File: src/rtl/game_speed_ctrl.sv
// Rotary-encoder game speed controller: synchronizes and debounces the encoder,
// tracks a pending speed level and emits game ticks whose period follows the active level.
module game_speed_ctrl #(
  parameter int SYNC_STAGES  = 2,
  parameter int DEBOUNCE_CYC = 16,
  parameter int DIV0         = 20,
  parameter int DIV1         = 10,
  parameter int DIV2         = 5,
  parameter int DIV3         = 2
) (
  input  logic       clk,
  input  logic       rst_n,
  input  logic       sia,
  input  logic       sib,
  input  logic       sw,
  output logic       tick,
  output logic       clk_game,
  output logic [1:0] speed,
  output logic       speed_chg
);

  localparam int SYNC_N = (SYNC_STAGES < 2) ? 2 : SYNC_STAGES;
  localparam int DEB_N  = (DEBOUNCE_CYC < 1) ? 1 :
                          (DEBOUNCE_CYC > 65535) ? 65535 : DEBOUNCE_CYC;
  localparam logic [15:0] DEB_LAST = 16'(DEB_N - 1);
  // Lane order {sw, b, a}; released switch idles high.
  localparam logic [2:0] DB_RST = 3'b100;

  function automatic logic [23:0] div_last(input int d);
    int dc;
    dc = (d < 2) ? 2 : ((d > 24'hFFFFFF) ? 24'hFFFFFF : d);
    return 24'(dc - 1);
  endfunction

  localparam logic [23:0] P0_LAST = div_last(DIV0);
  localparam logic [23:0] P1_LAST = div_last(DIV1);
  localparam logic [23:0] P2_LAST = div_last(DIV2);
  localparam logic [23:0] P3_LAST = div_last(DIV3);

  function automatic logic [23:0] period_last(input logic [1:0] lvl);
    logic [23:0] r;
    case (lvl)
      2'd0:    r = P0_LAST;
      2'd1:    r = P1_LAST;
      2'd2:    r = P2_LAST;
      default: r = P3_LAST;
    endcase
    return r;
  endfunction

  function automatic logic [1:0] sat_inc(input logic [1:0] v);
    return (v == 2'd3) ? 2'd3 : v + 2'd1;
  endfunction

  function automatic logic [1:0] sat_dec(input logic [1:0] v);
    return (v == 2'd0) ? 2'd0 : v - 2'd1;
  endfunction

  // Reset: asynchronous assertion, deassertion retimed through two flops
  logic [1:0] rst_sync;
  logic       rst_int_n;

  always_ff @(posedge clk or negedge rst_n) begin
    if (!rst_n) rst_sync <= 2'b00;
    else        rst_sync <= {rst_sync[0], 1'b1};
  end

  assign rst_int_n = rst_sync[1];

  // Stage p0: input synchronizer chains
  logic [SYNC_N-1:0] a_sync_p0;
  logic [SYNC_N-1:0] b_sync_p0;
  logic [SYNC_N-1:0] sw_sync_p0;
  logic [2:0]        raw_p0;

  always_ff @(posedge clk or negedge rst_int_n) begin
    if (!rst_int_n) begin
      a_sync_p0  <= '0;
      b_sync_p0  <= '0;
      sw_sync_p0 <= '1;
    end else begin
      a_sync_p0  <= {a_sync_p0[SYNC_N-2:0], sia};
      b_sync_p0  <= {b_sync_p0[SYNC_N-2:0], sib};
      sw_sync_p0 <= {sw_sync_p0[SYNC_N-2:0], sw};
    end
  end

  assign raw_p0 = {sw_sync_p0[SYNC_N-1], b_sync_p0[SYNC_N-1], a_sync_p0[SYNC_N-1]};

  // Stage p1: per-lane debounce, level accepted after DEB_N disagreeing cycles
  logic [15:0] deb_cnt_p1 [3];
  logic [2:0]  db_p1;
  logic [2:0]  db_p2;

  always_ff @(posedge clk or negedge rst_int_n) begin
    if (!rst_int_n) begin
      for (int i = 0; i < 3; i++) deb_cnt_p1[i] <= '0;
      db_p1 <= DB_RST;
    end else begin
      for (int i = 0; i < 3; i++) begin
        if (raw_p0[i] == db_p1[i]) begin
          deb_cnt_p1[i] <= '0;
        end else if (deb_cnt_p1[i] == DEB_LAST) begin
          deb_cnt_p1[i] <= '0;
          db_p1[i]      <= raw_p0[i];
        end else begin
          deb_cnt_p1[i] <= deb_cnt_p1[i] + 16'd1;
        end
      end
    end
  end

  // Stage p2: edge detection and pending speed
  logic       a_rise;
  logic       b_rise;
  logic       sw_fall;
  logic [1:0] pend;
  logic [1:0] pend_nxt;

  always_ff @(posedge clk or negedge rst_int_n) begin
    if (!rst_int_n) db_p2 <= DB_RST;
    else            db_p2 <= db_p1;
  end

  assign a_rise  = db_p1[0] & ~db_p2[0];
  assign b_rise  = db_p1[1] & ~db_p2[1];
  assign sw_fall = ~db_p1[2] & db_p2[2];

  // The switch wins over rotation; a rotation edge counts only while the other phase is low.
  always_comb begin
    pend_nxt = pend;
    if (sw_fall)
      pend_nxt = 2'd0;
    else if (a_rise && !b_rise && !db_p1[1])
      pend_nxt = sat_inc(pend);
    else if (b_rise && !a_rise && !db_p1[0])
      pend_nxt = sat_dec(pend);
  end

  always_ff @(posedge clk or negedge rst_int_n) begin
    if (!rst_int_n) pend <= 2'd0;
    else            pend <= pend_nxt;
  end

  // Tick generator: active speed only reloads at a period boundary
  logic [23:0] tick_cnt;

  assign tick      = (tick_cnt == period_last(speed));
  assign speed_chg = tick && (pend != speed);

  always_ff @(posedge clk or negedge rst_int_n) begin
    if (!rst_int_n) begin
      tick_cnt <= '0;
      speed    <= 2'd0;
      clk_game <= 1'b0;
    end else if (tick) begin
      tick_cnt <= '0;
      speed    <= pend;
      clk_game <= ~clk_game;
    end else begin
      tick_cnt <= tick_cnt + 24'd1;
    end
  end

endmodule

File: config.mk
export PLATFORM = sky130hd
export DESIGN_NAME = game_speed_ctrl
export DESIGN_NICKNAME = d
export VERILOG_FILES = /design/src/rtl/game_speed_ctrl.sv
export SDC_FILE = /design/constraint.sdc
export NUM_CORES = 1
export LEC_CHECK = 0
export ABC_AREA = 1
export CORE_ASPECT_RATIO = 0.7
export CORE_MARGIN = 5
export CORE_UTILIZATION = 30
export DETAILED_ROUTE_END_ITERATION = 10
export PLACE_DENSITY = 0.42
export SETUP_SLACK_MARGIN = 0.2
export SLEW_MARGIN = 20
export SYNTH_ARGS = -nofsm -noshare
export SYNTH_HDL_FRONTEND = slang
export SYNTH_SLANG_ARGS = --single-unit
File: constraint.sdc
create_clock -name clk -period 3.86 [get_ports clk]
set_clock_uncertainty 0.1 [all_clocks]
set_input_delay 0.772 -clock clk [delete_from_list [all_inputs] [get_ports clk]]
set_output_delay 0.772 -clock clk [all_outputs]
set_load 0.02 [all_outputs]
==> results of run 1 <==
worst paths after layout:
path / start / to / slack, ns / cells after the start
max in group asynchronous: rst_sync[1] / sw_sync_p0[1] / 2.83 / 1
min in group clk: a_sync_p0[0] / a_sync_p0[1] / 0.25 / 0
min: rst_sync[1] / deb_cnt_p1[30] / 0.18 / 0
max: tick_cnt[5] / speed_chg / 0.65 / 8
max reg2reg: deb_cnt_p1[0] / deb_cnt_p1[4] / 2.16 / 6
min reg2reg: rst_sync[1] / deb_cnt_p1[30] / 0.18 / 0
cell usage in the layout, fill, tap and decap left out, types with 3 or more instances in the layout:
cell	Yosys	routed
nor2_2	7	7
nand3_2	3	3
nand2_2	3	3
dfstp_2	4	4
nand3_1	38	38
clkbuf_16	0	9
ha_1	4	4
nand2_1	113	113
clkdlybuf4s50_1	0	9
o21ai_1	3	3
nor2_1	109	109
a21oi_1	12	12
nand4_1	18	18
dfrtp_1	87	86
xor2_1	31	31
inv_1	74	74
nor3_1	17	17
inv_2	4	4
nor3b_1	4	4
xnor2_1	9	9
o21ai_0	7	7
flip-flops by register name, summed over array words and instances, names as in the netlist:
| register | count |
|---|---|
| a_sync_p0 | 2 |
| b_sync_p0 | 2 |
| clk_game | 1 |
| db_p1 | 3 |
| db_p2 | 3 |
| deb_cnt_p1 | 48 |
| pend | 2 |
| rst_sync | 2 |
| speed | 2 |
| sw_sync_p0 | 2 |
| tick_cnt | 24 |
through the flow:
stage,util (%),power [mW],worst slack [ns]
finish,35.4,1.97,0.652
global route,35.4,2.06,0.502
CTS,35.3,2.02,0.614
detailed placement,33.2,1.09,0.991
global placement,33.2,1.09,0.997
floorplan,-,1.06,1.04
area by class of cell:
cell class | instances | share of cell area, %
clock buffer | 12 | 4.88
clock inverter | 4 | 0.927
inverter | 79 | 5.64
multi-input combinational | 395 | 38.2
sequential | 91 | 43.4
tap | 195 | 4.64
timing repair buffer | 11 | 2.24
where the power goes:
group          internal (mW)  switching (mW)
Combinational         0.0287          0.0458
Sequential             0.974          0.0270
Clock                  0.537           0.361
Total                   1.54           0.434
logic make-up (layout without fill, tap and decap cells):
| kind of cell | count (synthesis) | after routing | share of synthesized area (%) |
|---|---|---|---|
| other cells | 1 | 1 | 0.0816 |
| compound gates | 28 | 28 | 3.43 |
| xor+xnor | 41 | 41 | 7.98 |
| fa+ha+maj | 4 | 4 | 1.09 |
| flops | 91 | 91 | 49.7 |
| buf+inv | 80 | 106 | 6.54 |
| simple gates | 321 | 321 | 31.2 |
metal layers:
metal / up-vias / GRT usage (%) / share of wire [%]
li1: 1816 / - / -
met1: 1636 / 16.5 / 55
met2: 32 / 15.7 / 41
met3: 9 / 2.65 / 2.7
met4: 0 / 3.27 / 1.3
met5: - / 0 / 0
==> metrics.md, run 1 <==
| Metric | Value |
|---|---|
| Maximum fanout along the worst path | `7` |
| Register area | `roughly 0.0023 mm2` |
| Post-synthesis cell type count | `32` |
| ANT cells | `0` |
| CP cell instances | `nor2_1 -> nand2_1 -> nor2_1 -> nand2_1 -> nor2_1 -> nand2_2 -> a21oi_1 -> clkdlybuf4s50_1` |
| Share of cells above drive strength 1 | `7.77%` |
| Hold Buf Count CTS | `0` |
| Height of the die | `114 um` |
| Hold_ws | `around 0.18 ns` |
| Status | `completed` |
| Number of synthesized flops with an enable pin | `0` |
| Layout area overhead | `14.5%` |
| Critical Path AT | `roughly 2.3 ns` |
| CTS Buffer Depth | `2` |
| Crit path max-delay cell type | `clkdlybuf4s50_1` |
| Mapped Avg Cell Area | `8.12 um2` |
| Peak supply drop | `0.205 mV` |
| Clock sink count | `91` |
| Max Fclk | `312 MHz` |
| I/O pin count | `10` |
| Core area | `0.0149 mm2` |
| Row count | `37` |
| Worst min path class | `reg2async` |
| Leading cell types by count after synthesis | `nand2_1 (113), nor2_1 (109), dfrtp_1 (87), inv_1 (74), nand3_1 (38)` |
| Vias | `3493` |
| Antenna-violating nets left | `0` |
| Worst EP required | `roughly 3 ns` |
| Max-cap viol count | `0` |
| Worst-path clk slew | `0.07 ns` |
| Top cell type's share of synthesized area | `47.4%` |
| Die Span X | `about 160 um` |
| Final setup violation count | `0` |
| CTS root buffer | `clkbuf_16` |
| Setup CP Type | `reg2out` |
| CTS Buf Count | `9` |
| Drt wl/cell | `~12 um` |
| Crit path launch type | `flip-flop` |
| Top-count cell post-synth | `nand2_1` |
| Largest area contributor in the netlist | `dfrtp_1` |
| First-pass GRT wire length | `16100 um` |
| Routed WL | `9180 um` |
| Top cell by count, worst path | `nor2_1` |
| Synth async-reset ratio | `100%` |
| Placed cells | `slightly below 800` |
| Register area share after synthesis | `49.7%` |
| Filler cell count | `about 1.5k` |
| Ys flop type | `dfrtp_1` |
| Drt drc | `0` |
| Post-CTS Setup Bufs | `0` |
| P per Cell Area | `roughly 380 mW/mm2` |
| Post-synthesis register bit count | `91` |
| Final std cells w/o fill | `787` |
| Initial antenna violation count | `0` |
| Worst Setup End Kind | `output port` |
| Vias per cell | `4.44` |
| I/O Buffers | `9` |
| Clock period minus worst slack | `3.21 ns` |
| TNS Setup | `0 ns` |
| RSZ-0062 raised after global routing | `no` |
| Synth Instances | `566` |
| Multi-input logic area | `approximately 0.0020 mm2` |
| GRT overflow | `0` |
| Worst Path Buf+Inv | `1` |
| Starting DRC count in detailed routing | `about 170` |
| Ranking of synthesized cells by area | `dfrtp_1 (47%), nand2_1 (9.2%), nor2_1 (8.9%), inv_1 (6.0%), xor2_1 (5.9%)` |
| Post-synth net total | `575` |
| Placed cell area | `0.00494 mm2` |
| Starting density of the core | `30.9%` |
| Largest net degree at the start of global routing | `76` |
| Total global-route track usage | `between 10 and 15%` |
| Leak pwr | `approximately 2.4 nW` |
| Crit-path max cell delay | `0.64 ns` |
| Yosys Warn Count | `0` |
| Crit-path leading delay family | `simple AND/OR/NAND/NOR gates` |
| Clk Latency, worst-skew pair | `0.33 ns` |
| Routability congestion estimate | `0.803` |
| Die area | `0.0179 mm2` |
| # nets final | `596` |
| Final Max Tran Viols | `0` |
| H-tree depth | `3` |
| Tcrit/Tclk final | `83.1%` |
| Synthesized area | `0.00459 mm2` |
| DP HPWL | `~6600 um` |
| First-pass iteration count of the detailed router | `5` |
| CTS tree | `built` |
| CTS resizes | `0` |
| Vias in the first global route | `3351` |
| Fin. Hold Viols | `0` |
| Final instance area | `roughly 0.0053 mm2` |
(Power assumes the default switching activity.)
==> run 2, diff against run 1 <==
--- a/config.mk
+++ b/config.mk
@@ -10,7 +10,7 @@
 export CORE_MARGIN = 5
 export CORE_UTILIZATION = 30
 export DETAILED_ROUTE_END_ITERATION = 10
-export PLACE_DENSITY = 0.42
+export PLACE_DENSITY = 0.44
 export SETUP_SLACK_MARGIN = 0.2
 export SLEW_MARGIN = 20
 export SYNTH_ARGS = -nofsm -noshare
==> constraint.sdc (replaced) <==
create_clock -name clk -period 2.6 [get_ports clk]
set_clock_uncertainty 0.1 [all_clocks]
set_input_delay 0.52 -clock clk [delete_from_list [all_inputs] [get_ports clk]]
set_output_delay 0.52 -clock clk [all_outputs]
set_load 0.02 [all_outputs]
==> metrics.md, run 2 (synthesis gave the netlist of run 1 again) <==
| Metric | Value |
|---|---|
| Top Registers | `deb_cnt_p1 (48), tick_cnt (24)` |
| Starting density of the core | `30.9%` |
| Internal power | `~2.2 mW` |
| TNS Setup | `0 ns` |
| Most common cell after layout, fill and taps aside | `nand2_1` |
| Core area | `approximately 0.015 mm2` |
| H-tree depth | `3` |
| Critical Path AT | `1.67 ns` |
| Final std cells w/o fill | `809` |
| Reg2reg start | `deb_cnt_p1[0]` |
| Row count | `37` |
| Setup ws final | `0.309 ns` |
| Register area | `around 0.0023 mm2` |
| First-pass iteration count of the detailed router | `4` |
| Gate power share | `4.0%` |
| CTS Buf Count | `9` |
| Reg-to-reg slack, setup | `a little over 0.9 ns` |
| Starting DRC count in detailed routing | `slightly below 200` |
| Worst EP required | `1.98 ns` |
| Maximum fanout along the worst path | `2` |
| Total global-route track usage | `11.6%` |
| CTS tree | `built` |
| Clock period minus worst slack | `~2.3 ns` |
| Worst Setup End Kind | `output port` |
| GRT overflow | `0` |
| Worst r2r dst | `deb_cnt_p1[3]` |
| Status | `completed` |
| Flop pwr share | `50.6%` |
| Switching Fraction | `23.3%` |
| Hold Buf Count CTS | `0` |
| CTS Buffer Depth | `2` |
| Antenna-violating nets left | `0` |
| Grt met2 use | `between 10% and 20%` |
| RSZ-0062 raised after global routing | `yes` |
| Filler cell count | `1542` |
| CTS root buffer | `clkbuf_16` |
| Largest net degree at the start of global routing | `54` |
| Routed WL | `roughly 9500 um` |
| Peak supply drop | `0.263 mV` |
| Die area | `0.0179 mm2` |
| Most frequent cells in the layout | `nand2_1 (112), nor2_1 (104), dfrtp_1 (85)` |
| Pre-CTS WS | `0.109 ns` |
| Clk Latency, worst-skew pair | `between 0.3 and 0.4 ns` |
| I/O pin count | `10` |
| Largest register FFs | `between 40 and 50` |
| Crit path launch type | `flip-flop` |
| Placed cells | `788` |
| ANT cells | `0` |
| GR Layer Usage met3 | `around 2.7%` |
| Crit path max-delay cell type | `dfrtp_1` |
| Least-Margin Pin Slew | `0.507 ns` |
| Clock share of power | `45.4%` |
| Height of the die | `between 100 and 150 um` |
| Final Util | `36.7%` |
| Vias in the first global route | `3557` |
| Vias per cell | `4.42` |
| Final setup violation count | `0` |
| Share of cells above drive strength 1 | `12.9%` |
| # nets final | `approximately 620` |
| Clock sink count | `91` |
| Leak pwr | `2.54 nW` |
| First-pass GRT wire length | `17000 um` |
| GR peak layer | `met1` |
| Crit-path max cell delay | `0.39 ns` |
| M1 GR Usage | `17.2%` |
| Setup CP Type | `reg2out` |
| Worst-path clk slew | `roughly 0.070 ns` |
| Drt drc | `0` |
| Worst min path class | `reg2async` |
| Final Max Tran Viols | `0` |
| Multi-input logic area | `0.00203 mm2` |
| Drt wl/cell | `about 12 um` |
| P per Cell Area | `538 mW/mm2` |
| Vias | `3578` |
| Initial antenna violation count | `0` |
| Fin. Hold Viols | `0` |
| Top reg by flops | `deb_cnt_p1` |
| DP HPWL | `7030 um` |
| Die Span X | `158 um` |
| I/O Buffers | `9` |
| Max-cap viol count | `0` |
| Max Fclk | `between 400 and 500 MHz` |
| Routability congestion estimate | `0.788` |
| Slew headroom | `between 60% and 70%` |
| R2R depth | `6` |
| Sw power | `683 uW` |
| Layout area overhead | `18.7%` |
| CP cell instances | `nor2_2 -> nand2_1 -> nor2_1 -> nand2_1 -> nor2_2 -> nand2_2 -> a21oi_2 -> buf_6` |
| Tcrit/Tclk final | `88.1%` |
## run 2: cell count changes in the layout (fill, tap and decap cells not counted), moves of 3 or more
cell,before,now
nor2_1,109,104
nor2_2,7,12
buf_4,1,22
buf_6,0,3
## run 2: power groups by stage
stage | Sequential (mW) | Combinational, mW | Clock, mW
finish | 1.48 | 0.117 | 1.33
CTS | 1.48 | 0.121 | 1.40
floorplan | 1.52 | 0.0612 | 0
global route | 1.49 | 0.137 | 1.45
global placement | 1.51 | 0.118 | 0
detailed placement | 1.51 | 0.119 | 0
## run 2: how the worst max path moves through the flow
stage,from,to
detailed placement,tick_cnt[11],speed_chg
global route,tick_cnt[15],speed_chg
global placement,tick_cnt[19],speed_chg
CTS,tick_cnt[19],tick
floorplan,speed[0],speed_chg
finish,tick_cnt[16],speed_chg
## run 2: what timing repair did
action / in CTS / in global routing
resized for setup: 10 / 14
pin swaps: 0 / 8
setup endpoints to repair: 2 / 2
buffers inserted: 1 / 4
## run 2: area by class of cell
class,count,area share [%]
Inverter,79,5.48
Clock inverter,6,1.35
Clock buffer,10,4.20
Timing Repair Buffer,33,5.30
Sequential cell,91,41.9
Tap cell,195,4.47
Multi-Input combinational cell,395,37.2
## run 2: critical path: cells and delay by family, from the launching register on
kind / cells / cell delay, ns
compound gates: 1 / 0.15
buf+inv: 1 / 0.14
flops: 1 / 0.39
simple gates: 6 / 0.66
## run 2: per-layer routing
layer / vias to the layer above / wire (um)
met5: - / 0
met4: 0 / 81
met3: 8 / 269
met2: 35 / 3950
met1: 1665 / 5250
li1: 1870 / -
## run 2: stage by stage
step	area [um2]	hold slack, ns	power [mW]
CTS	5390	0.219	3.01
floorplan	4600	0.124	1.58
global route	5450	0.214	3.08
detailed placement	5080	0.229	1.63
finish	5450	0.201	2.93
global placement	5080	0.227	1.63
